--- src/rtl/line_tracker.sv ---
// line_tracker: reflectance-array line follower. A two-stage pipeline classifies each sample,
// filters class changes, and drives binary motor enables with lost-line search and marker stop.
module line_tracker #(
  parameter  int unsigned NUM_SENSORS  = 8,
  parameter  int unsigned MARKER_MIN   = 6,
  parameter  int unsigned DEADBAND     = 1,
  parameter  int unsigned CONFIRM_CNT  = 3,
  parameter  int unsigned LOST_TIMEOUT = 1000,
  localparam int unsigned POS_W        = $clog2(NUM_SENSORS) + 1
) (
  input  logic                    clk,
  input  logic                    reset_n,
  input  logic [NUM_SENSORS-1:0]  sensor_in,
  input  logic                    sample_valid,
  input  logic                    enable,
  input  logic                    clear_stop,
  output logic                    left_motor,
  output logic                    right_motor,
  output logic signed [POS_W-1:0] position,
  output logic                    position_valid,
  output logic                    line_lost,
  output logic                    stop_marker,
  output logic [1:0]              state
);

  localparam int unsigned IDX_W  = $clog2(NUM_SENSORS);
  localparam int unsigned CNT_W  = $clog2(NUM_SENSORS + 1);
  localparam int unsigned CONF_W = $clog2(CONFIRM_CNT + 1);
  localparam int unsigned SRCH_W = $clog2(LOST_TIMEOUT + 1);
  localparam logic signed [POS_W-1:0] DB = POS_W'(DEADBAND);

  typedef enum logic [1:0] {
    CLS_NONE   = 2'd0,
    CLS_LINE   = 2'd1,
    CLS_MARKER = 2'd2,
    CLS_BAD    = 2'd3
  } cls_e;

  typedef enum logic [1:0] {
    ST_IDLE    = 2'd0,
    ST_TRACK   = 2'd1,
    ST_SEARCH  = 2'd2,
    ST_STOPPED = 2'd3
  } state_e;

  // Stage-1 combinational sample analysis
  logic [CNT_W-1:0]        cnt_c;
  logic [CNT_W-1:0]        span_c;
  logic [IDX_W-1:0]        min_c;
  logic [IDX_W-1:0]        max_c;
  logic                    found_c;
  cls_e                    cls_c;
  logic signed [POS_W-1:0] raw_c;

  always_comb begin
    cnt_c   = '0;
    min_c   = '0;
    max_c   = '0;
    found_c = 1'b0;
    for (int i = 0; i < int'(NUM_SENSORS); i++) begin
      if (sensor_in[i]) begin
        cnt_c = cnt_c + CNT_W'(1);
        if (!found_c) min_c = IDX_W'(i);
        max_c   = IDX_W'(i);
        found_c = 1'b1;
      end
    end
  end

  // Set bits are contiguous exactly when the popcount equals the min..max span
  always_comb begin
    span_c = CNT_W'(max_c) - CNT_W'(min_c) + CNT_W'(1);
    raw_c  = POS_W'(int'(min_c) + int'(max_c) - int'(NUM_SENSORS) + 1);
    if (cnt_c == '0)                          cls_c = CLS_NONE;
    else if (cnt_c >= CNT_W'(MARKER_MIN))     cls_c = CLS_MARKER;
    else if (cnt_c == span_c)                 cls_c = CLS_LINE;
    else                                      cls_c = CLS_BAD;
  end

  logic                    s1_valid_q;
  cls_e                    s1_cls_q;
  logic signed [POS_W-1:0] s1_raw_q;

  always_ff @(posedge clk or negedge reset_n) begin
    if (!reset_n) begin
      s1_valid_q <= 1'b0;
      s1_cls_q   <= CLS_NONE;
      s1_raw_q   <= '0;
    end else begin
      s1_valid_q <= sample_valid;
      if (sample_valid) begin
        s1_cls_q <= cls_c;
        s1_raw_q <= raw_c;
      end
    end
  end

  // Motor drive helpers: {left, right}
  function automatic logic [1:0] track_drive(input logic signed [POS_W-1:0] p);
    if (p < -DB)      return 2'b10;
    else if (p > DB)  return 2'b01;
    else              return 2'b11;
  endfunction

  function automatic logic [1:0] search_drive(input logic signed [POS_W-1:0] p);
    if (p[POS_W-1])   return 2'b10;
    else if (p != '0) return 2'b01;
    else              return 2'b11;
  endfunction

  state_e                  state_q, state_d;
  cls_e                    cand_q, cand_d;
  logic [CONF_W-1:0]       conf_q, conf_d;
  logic [SRCH_W-1:0]       srch_q, srch_d;
  logic signed [POS_W-1:0] pos_q, pos_d;
  logic                    pv_q, pv_d;
  logic                    left_q, left_d;
  logic                    right_q, right_d;
  logic                    lost_q, lost_d;
  logic                    marker_q, marker_d;
  logic                    conf_hit;
  logic                    conf_none, conf_line, conf_marker;

  always_ff @(posedge clk or negedge reset_n) begin
    if (!reset_n) begin
      state_q  <= ST_IDLE;
      cand_q   <= CLS_NONE;
      conf_q   <= '0;
      srch_q   <= '0;
      pos_q    <= '0;
      pv_q     <= 1'b0;
      left_q   <= 1'b0;
      right_q  <= 1'b0;
      lost_q   <= 1'b0;
      marker_q <= 1'b0;
    end else begin
      state_q  <= state_d;
      cand_q   <= cand_d;
      conf_q   <= conf_d;
      srch_q   <= srch_d;
      pos_q    <= pos_d;
      pv_q     <= pv_d;
      left_q   <= left_d;
      right_q  <= right_d;
      lost_q   <= lost_d;
      marker_q <= marker_d;
    end
  end

  // Next-state, persistence filter and registered-output logic
  always_comb begin
    state_d  = state_q;
    cand_d   = cand_q;
    conf_d   = conf_q;
    srch_d   = srch_q;
    pos_d    = pos_q;
    pv_d     = 1'b0;
    left_d   = left_q;
    right_d  = right_q;
    lost_d   = lost_q;
    marker_d = marker_q;
    conf_hit = 1'b0;

    if (s1_valid_q) begin
      if (s1_cls_q == CLS_BAD) begin
        conf_d = '0;
      end else if (s1_cls_q == cand_q) begin
        if (conf_q < CONF_W'(CONFIRM_CNT)) conf_d = conf_q + CONF_W'(1);
      end else begin
        cand_d = s1_cls_q;
        conf_d = CONF_W'(1);
      end
      conf_hit = (s1_cls_q != CLS_BAD) && (conf_d == CONF_W'(CONFIRM_CNT));
    end
    conf_none   = conf_hit && (cand_d == CLS_NONE);
    conf_line   = conf_hit && (cand_d == CLS_LINE);
    conf_marker = conf_hit && (cand_d == CLS_MARKER);

    if (!enable) begin
      state_d = ST_IDLE;
      left_d  = 1'b0;
      right_d = 1'b0;
      cand_d  = CLS_NONE;
      conf_d  = '0;
      srch_d  = '0;
    end else begin
      if (clear_stop) begin
        lost_d   = 1'b0;
        marker_d = 1'b0;
      end
      case (state_q)
        ST_IDLE: begin
          left_d  = 1'b0;
          right_d = 1'b0;
          state_d = ST_TRACK;
        end
        ST_TRACK: begin
          if (s1_valid_q) begin
            if (s1_cls_q == CLS_LINE) begin
              pos_d             = s1_raw_q;
              pv_d              = 1'b1;
              {left_d, right_d} = track_drive(s1_raw_q);
            end
            if (conf_none) begin
              state_d           = ST_SEARCH;
              srch_d            = '0;
              {left_d, right_d} = search_drive(pos_q);
            end else if (conf_marker) begin
              state_d  = ST_STOPPED;
              marker_d = 1'b1;
              left_d   = 1'b0;
              right_d  = 1'b0;
            end
          end
        end
        ST_SEARCH: begin
          {left_d, right_d} = search_drive(pos_q);
          if (s1_valid_q) begin
            srch_d = srch_q + SRCH_W'(1);
            // A confirmed class outranks a timeout on the same sample
            if (conf_line) begin
              state_d           = ST_TRACK;
              pos_d             = s1_raw_q;
              pv_d              = 1'b1;
              {left_d, right_d} = track_drive(s1_raw_q);
            end else if (conf_marker) begin
              state_d  = ST_STOPPED;
              marker_d = 1'b1;
              left_d   = 1'b0;
              right_d  = 1'b0;
            end else if (srch_d >= SRCH_W'(LOST_TIMEOUT)) begin
              state_d = ST_STOPPED;
              lost_d  = 1'b1;
              left_d  = 1'b0;
              right_d = 1'b0;
            end
          end
        end
        ST_STOPPED: begin
          left_d  = 1'b0;
          right_d = 1'b0;
          if (clear_stop) state_d = ST_IDLE;
        end
        default: state_d = ST_IDLE;
      endcase
    end
  end

  assign left_motor     = left_q;
  assign right_motor    = right_q;
  assign position       = pos_q;
  assign position_valid = pv_q;
  assign line_lost      = lost_q;
  assign stop_marker    = marker_q;
  assign state          = 2'(state_q);

endmodule

--- config.mk ---
export PLATFORM = sky130hd
export DESIGN_NAME = line_tracker
export DESIGN_NICKNAME = d
export VERILOG_FILES = /design/src/rtl/line_tracker.sv
export SDC_FILE = /design/constraint.sdc
export NUM_CORES = 1
export LEC_CHECK = 0
export CAP_MARGIN = 20
export CORE_AREA = 2 2 80 82
export CTS_CLUSTER_DIAMETER = 80
export DETAILED_ROUTE_END_ITERATION = 10
export DIE_AREA = 0 0 82 84
export HOLD_SLACK_MARGIN = 0.08
export PLACE_DENSITY = 0.68
export SETUP_SLACK_MARGIN = 0.15
export SYNTH_ARGS = -nofsm -noshare
export SYNTH_HDL_FRONTEND = slang
export SYNTH_SLANG_ARGS = --single-unit
--- constraint.sdc ---
create_clock -name clk -period 3.6 [get_ports clk]
set_clock_uncertainty 0.05 [all_clocks]
set_input_delay 0.72 -clock clk [delete_from_list [all_inputs] [get_ports clk]]
set_output_delay 0.72 -clock clk [all_outputs]
set_load 0.1 [all_outputs]
# == Word-level counts from Yosys, hierarchy flattened ==
# Cells that the tools add are included.
# op_classes
n_addsub,14
magnitude_cmp,5
eq_ne,24
n_mux,113
n_reduce_logical,14
# ops
cell,count
3-bit 2-to-1 mux,18
2-bit 2-to-1 mux,26
1-bit 2-to-1 mux,47
4-bit 2-to-1 mux,11
10-bit 2-to-1 mux,4
4-bit by 1-bit adder with 4-bit output (second input constant),8
10-bit one-hot mux with 2 select lines,1
3-bit inequality test (second input constant),4
10-bit by 1-bit adder with 10-bit output (second input constant),1
2-bit equality test (second input constant),5
10-bit >= comparator (second input constant),1
2-bit inequality test (second input constant),5
5-bit inequality test (second input constant),2
2-bit one-hot mux with 4 select lines,1
4-bit one-hot mux with 2 select lines,1
2-bit by 1-bit equality test with 1-bit output (second input constant),3
1-bit one-hot mux with 3 select lines,2
6-bit AND reduction,1
5-bit AND reduction,1
3-bit by 3-bit adder with 4-bit output,1
4-bit by 2-bit adder with 4-bit output (second input constant),1
4-bit equality test,1
4-bit by 3-bit >= comparator with 1-bit output (second input constant),1
4-bit by 2-bit greater-than comparator with 1-bit output (second input constant),1
other kinds (18),23
# word_totals
reg_bits,32
input_bits,13
wordCells,183

# == Logic depth before layout (Yosys ltp) ==
# depth
ltp_word,21
mapped_depth,21

# == Worst setup path before layout ==
# Ideal clock, no wire load.
# synth_timing
path_type,input port to flip-flop
startpoint,input sensor_in[0]
endpoint,register s1_cls_q[1]
setup_ns,0.124
arrival_ns,4.118
t_required_ns,3.426
setup_slack_ns,-0.692
cell_stages,18
path_buffers,0
path_cell_list,inv_1 > ha_1 > xnor3_2 > inv_1 > ha_1 > xor2_1 > and3_1 > a21oi_1 > o21ai_0 > ha_1 > nor2_1 > a31oi_1 > ha_1 > o22ai_1 > a31oi_1 > nor3_1 > a22oi_1 > o31a_1
# synth_via
elab_chain_cells,21
word_cells_on_any_way,44
# synth_lines
element,line,source
"start, declared",13,"input logic [NUM_SENSORS-1:0] sensor_in,"
"parallel branches: the longest is 20 deep, another holds 4-bit by 1-bit adder with 4-bit output",--,
2-bit 2-to-1 mux (*),74,if (cnt_c == '0) cls_c = CLS_NONE;
"end signal, assigned",92,s1_cls_q <= cls_c;
"end, declared",81,cls_e s1_cls_q;
# Every way passes the cells marked *.
# A chain may end at the register's enable or synchronous reset.

# == Worst setup path after layout ==
# Ends and elaborated chain as after synthesis.

==> results.py <==
metrics = {
    "outcome": {
        "status": "finished with violations",
        "violations": "setup timing",
    },
    "sta": {
        "fin_worst_hold_slack_ns": 0.448,
        "min_period_ns": 4.08,
        "worst-slew-pin-transition_ns": 0.970,
        "final-setup-viol-count": 2,
        "timing.fmax_mhz": 245,
        "slew_violations": 0,
        "timing.final.ws_setup_ns": -0.475,
        "slew_headroom_pct": 35.1,
        "fin_crit_sh_pct": 113,
        "hold_viol_final": 0,
        "rsz0062_at_grt": "yes",
    },
    "logic_synthesis": {
        "synth.top_cells.by_area": "dfrtp_1, ha_1, nand2_1, o21ai_0, nor2_1",
        "avgSynthCellArea_um2": 8.25,
        "synth-async-reset-ratio_pct": 100,
        "yosys_warnings": 0,
        "synth_ff_type": "dfrtp_1",
        "yosysTopAreaCell": "dfrtp_1",
        "synth.ff_latch_count": 32,
        "synth_compound_gate_area_share_pct": 22.0,
        "synth_adder_area_share_pct": 11.3,
        "post_synth_inst_count": 352,
        "synth.distinct_cells": 61,
        "mappedNetlistNets": 390,
        "netlist_area_mm2": 0.00291,
        "yosys.area_share.xor_xnor_pct": 9.00,
        "muxShareOfSynthArea_pct": 3.79,
        "synth-simple-area-share_pct": 20.5,
        "ys_seq_area_share_pct": 27.6,
        "synth_edf_count": 0,
        "synth_top_cell_area_share_pct": 27.6,
        "synth_top_family_by_area": "compound AO/OA/AOI/OAI gates",
    },
    "global_route": {
        "grt_max_degree": 33,
        "grt_pass1_vias": 2644,
        "grt_pass1_wl_um": 11700,
        "grt_use_total_pct": 21.2,
        "grt-ovfl-total": 0,
        "antenna_found_initial": 0,
    },
    "die": {
        "fp.dieArea_mm2": 0.00689,
        "dieHeight_um": 84,
        "std_cell_rows": 29,
        "die_x_um": 82,
        "start_util_pct": 47.7,
        "ios": 24,
        "core_mm2": 0.00610,
    },
    "setup_path": {
        "cpMaxStageDelayCell": "ha_1",
        "cp-end-kind": "register",
        "slowest_delay_ns": 0.36,
        "crit_fanout": 3,
        "worst-endpoint-arrival_ns": 4.20,
        "timing.critical_path.required_ns": 3.73,
        "cp_cell_sequence": "buf_6 > buf_8 > inv_12 > ha_4 > xor2_2 > buf_4 > ha_1 > nand2b_4 > o31ai_4 > xnor2_2 > a21oi_1 > ha_1 > and2_1 > a31oi_2 > a31oi_2 > ha_1 > o22ai_2 > a31oi_2 > nand3_1 > o21ai_1 > a22oi_1 > o31a_1",
        "path_class": "input pin to register",
        "start_kind": "input pin",
    },
    "pwr": {
        "power_density_mw_per_mm2": 532,
        "switching_power_uw": 909,
        "p_seq_share_pct": 25.4,
        "power.total_mw": 2.01,
        "power_leakage_nw": 1.70,
        "p_comb_share_pct": 57.0,
        "sw_frac_of_total_pct": 45.1,
        "ir_worst_vdd_mv": 0.609,
        "p_int_mw": 1.11,
        "p_clk_share_pct": 17.6,
    },
    "flow_run": {
        "maxCapViolations": 0,
    },
    "clocking": {
        "cts_root_buf": "clkbuf_8",
        "cts_hold_buf": 0,
        "cts_max_level": 2,
        "numClockSinks": 32,
        "cts.clk_slew.worst_paths_ns": 0.07,
        "cts_tree": "built",
        "cts_buffer_depth": 2,
        "cts_buffers": 5,
        "insertion_delay_ns": 0.29,
    },
    "placement": {
        "place.gp.congestion": 0.868,
        "hpwl_um": 5300,
        "placed_area_mm2": 0.00357,
        "io_buffers": 23,
    },
    "final_layout": {
        "fillers": 548,
        "design_area_mm2": 0.00378,
        "num-nets-final": 457,
        "diodes": 0,
        "drive_gt1_share_pct": 22.1,
        "syn_to_final_growth_pct": 30.2,
    },
    "route": {
        "drt-met1-wl_um": 3030,
        "wirelength_um": 6900,
        "wl_met3_um": 202,
        "dr_wl_met2_um": 3550,
        "ant_nets": 0,
        "via_per_inst": 5.49,
        "first_pass_iters": 4,
        "wl_per_cell_um": 13.9,
        "top_layer_used": "met4",
        "drc_errors": 0,
        "first_iter_violations": 182,
        "dr_total_vias": 2728,
    },
    "hold_path": {
        "hold_class": "register to register",
    },
}
area by class of cell:
class / count / area (µm²) / area share [%]
clock buffer: 5 / 68.8 / 1.82
clock inverter: 3 / 42.5 / 1.12
inverter: 24 / 108 / 2.84
multi-input combinational: 280 / 2040 / 53.9
sequential: 32 / 801 / 21.2
tap: 77 / 96.3 / 2.55
timing repair buffer: 76 / 629 / 16.6
metal layers:
metal | vias up | global-route usage, %
met4 | 0 | 6.82
li1 | 1380 | -
met2 | 55 | 36.9
met5 | - | 0
met3 | 11 | 2.92
met1 | 1282 | 26.3
cells by family after synthesis:
kind of cell,Yosys count
AOI/OAI and AO/OA,102
xor gates and xnor gates,23
adders and majority gates,25
buffers and inverters,40
DFF,32
muxes,9
and+or+nand+nor,121
cells in the mapped netlist (2+ instances only):
| cell | number |
|---|---|
| o41ai_1 | 3 |
| xnor3_2 | 2 |
| nor3_1 | 8 |
| and3b_1 | 2 |
| and4_1 | 2 |
| nand3_1 | 11 |
| o21bai_1 | 2 |
| nand2b_1 | 6 |
| dfrtp_1 | 32 |
| or2_2 | 2 |
| a211o_1 | 2 |
| nor2_1 | 31 |
| and3_1 | 2 |
| nand4_1 | 5 |
| or2_1 | 2 |
| a211oi_1 | 5 |
| xor2_1 | 8 |
| o311ai_0 | 2 |
| xnor2_1 | 10 |
| o31a_1 | 2 |
| mux2_1 | 4 |
| a31oi_1 | 8 |
| fa_1 | 2 |
| o22ai_1 | 2 |
| o21ai_1 | 8 |
| nand2_1 | 35 |
| mux2_2 | 2 |
| a2bb2oi_1 | 2 |
| o21ai_0 | 25 |
| ha_1 | 23 |
| mux2i_1 | 2 |
| inv_1 | 24 |
| nor2b_1 | 7 |
| o211ai_1 | 2 |
| o31ai_1 | 7 |
| a21oi_1 | 23 |
| clkbuf_1 | 12 |
| buf_6 | 2 |
stage by stage:
stage	setup WS [ns]	utilization (%)	instances	setup TNS (ns)
finish	-0.475	62.1	497	-0.871
global route	-0.658	62.1	497	-1.19
CTS	-0.355	61.1	496	-0.689
detailed placement	-1.18	58.6	484	-2.27
global placement	-1.08	58.6	484	-2.06
floorplan	-0.422	-	352	-0.674
worst max-delay path, delay by kind of cell:
family,cells,cell delay (ns)
adder cells (fa/ha/maj),4,1.07
AO/OA/AOI/OAI,9,1.33
XOR/XNOR,2,0.29
buffers and inverters,4,0.40
AND/OR/NAND/NOR,3,0.39
state kept, by name, indices dropped and copies added (netlist names):
name            count
cand_q              2
conf_q              2
left_motor          1
line_lost           1
position            4
position_valid      1
right_motor         1
s1_cls_q            2
s1_raw_q            4
s1_valid_q          1
srch_q             10
state               2
stop_marker         1
final timing paths:
check / start / end / slack, ns / depth (start not counted)
max: sensor_in[0] / s1_cls_q[1] / -0.48 / 22
min: line_lost / line_lost / 0.45 / 1
max reg2reg: srch_q[0] / state[1] / 0.85 / 7
min reg2reg: line_lost / line_lost / 0.45 / 1
max in group asynchronous: reset_n / srch_q[6] / 2.44 / 2
min in group asynchronous: reset_n / srch_q[4] / 0.77 / 2
cell usage in the layout (no fill, tap or decap), drive strengths merged, types with 2 or more instances in the layout:
cell type,synthesis,final
nand2,35,35
a2bb2oi,2,2
xnor3,2,2
a211oi,5,5
clkbuf,12,6
fa,2,2
o311ai,2,2
a31oi,8,8
or2,4,4
dfrtp,32,32
nand3,11,11
ha,23,23
and3,2,2
o31ai,7,7
and3b,2,2
nand2b,6,6
o41ai,3,3
buf,4,56
clkdlybuf4s50,0,18
and4,2,2
o22ai,2,2
a21oi,23,23
xnor2,11,11
nor2b,9,9
a211o,2,2
o31a,2,2
inv,24,24
nand4,5,5
mux2,6,6
mux2i,2,2
nor3,8,8
nor2,31,31
o211ai,2,2
xor2,9,9
o21bai,2,2
o21ai,33,33
power by group through the flow:
stage          registers, mW  clock network [mW]  logic, mW
5_1_grt                0.523               0.377       1.25
3_3_place_gp           0.513                   0       1.07
4_1_cts                0.510               0.359       1.12
6_report               0.511               0.355       1.15
3_5_place_dp           0.517                   0       1.09
2_1_floorplan          0.718                   0      0.578
what timing repair did:
| item | CTS | global route |
|---|---|---|
| gates resized for setup | 15 | 10 |
| endpoints found under the setup margin | 2 | 2 |
| buffers inserted | 4 | 1 |
| pin swaps | 19 | 19 |
(Power assumes the default switching activity.)
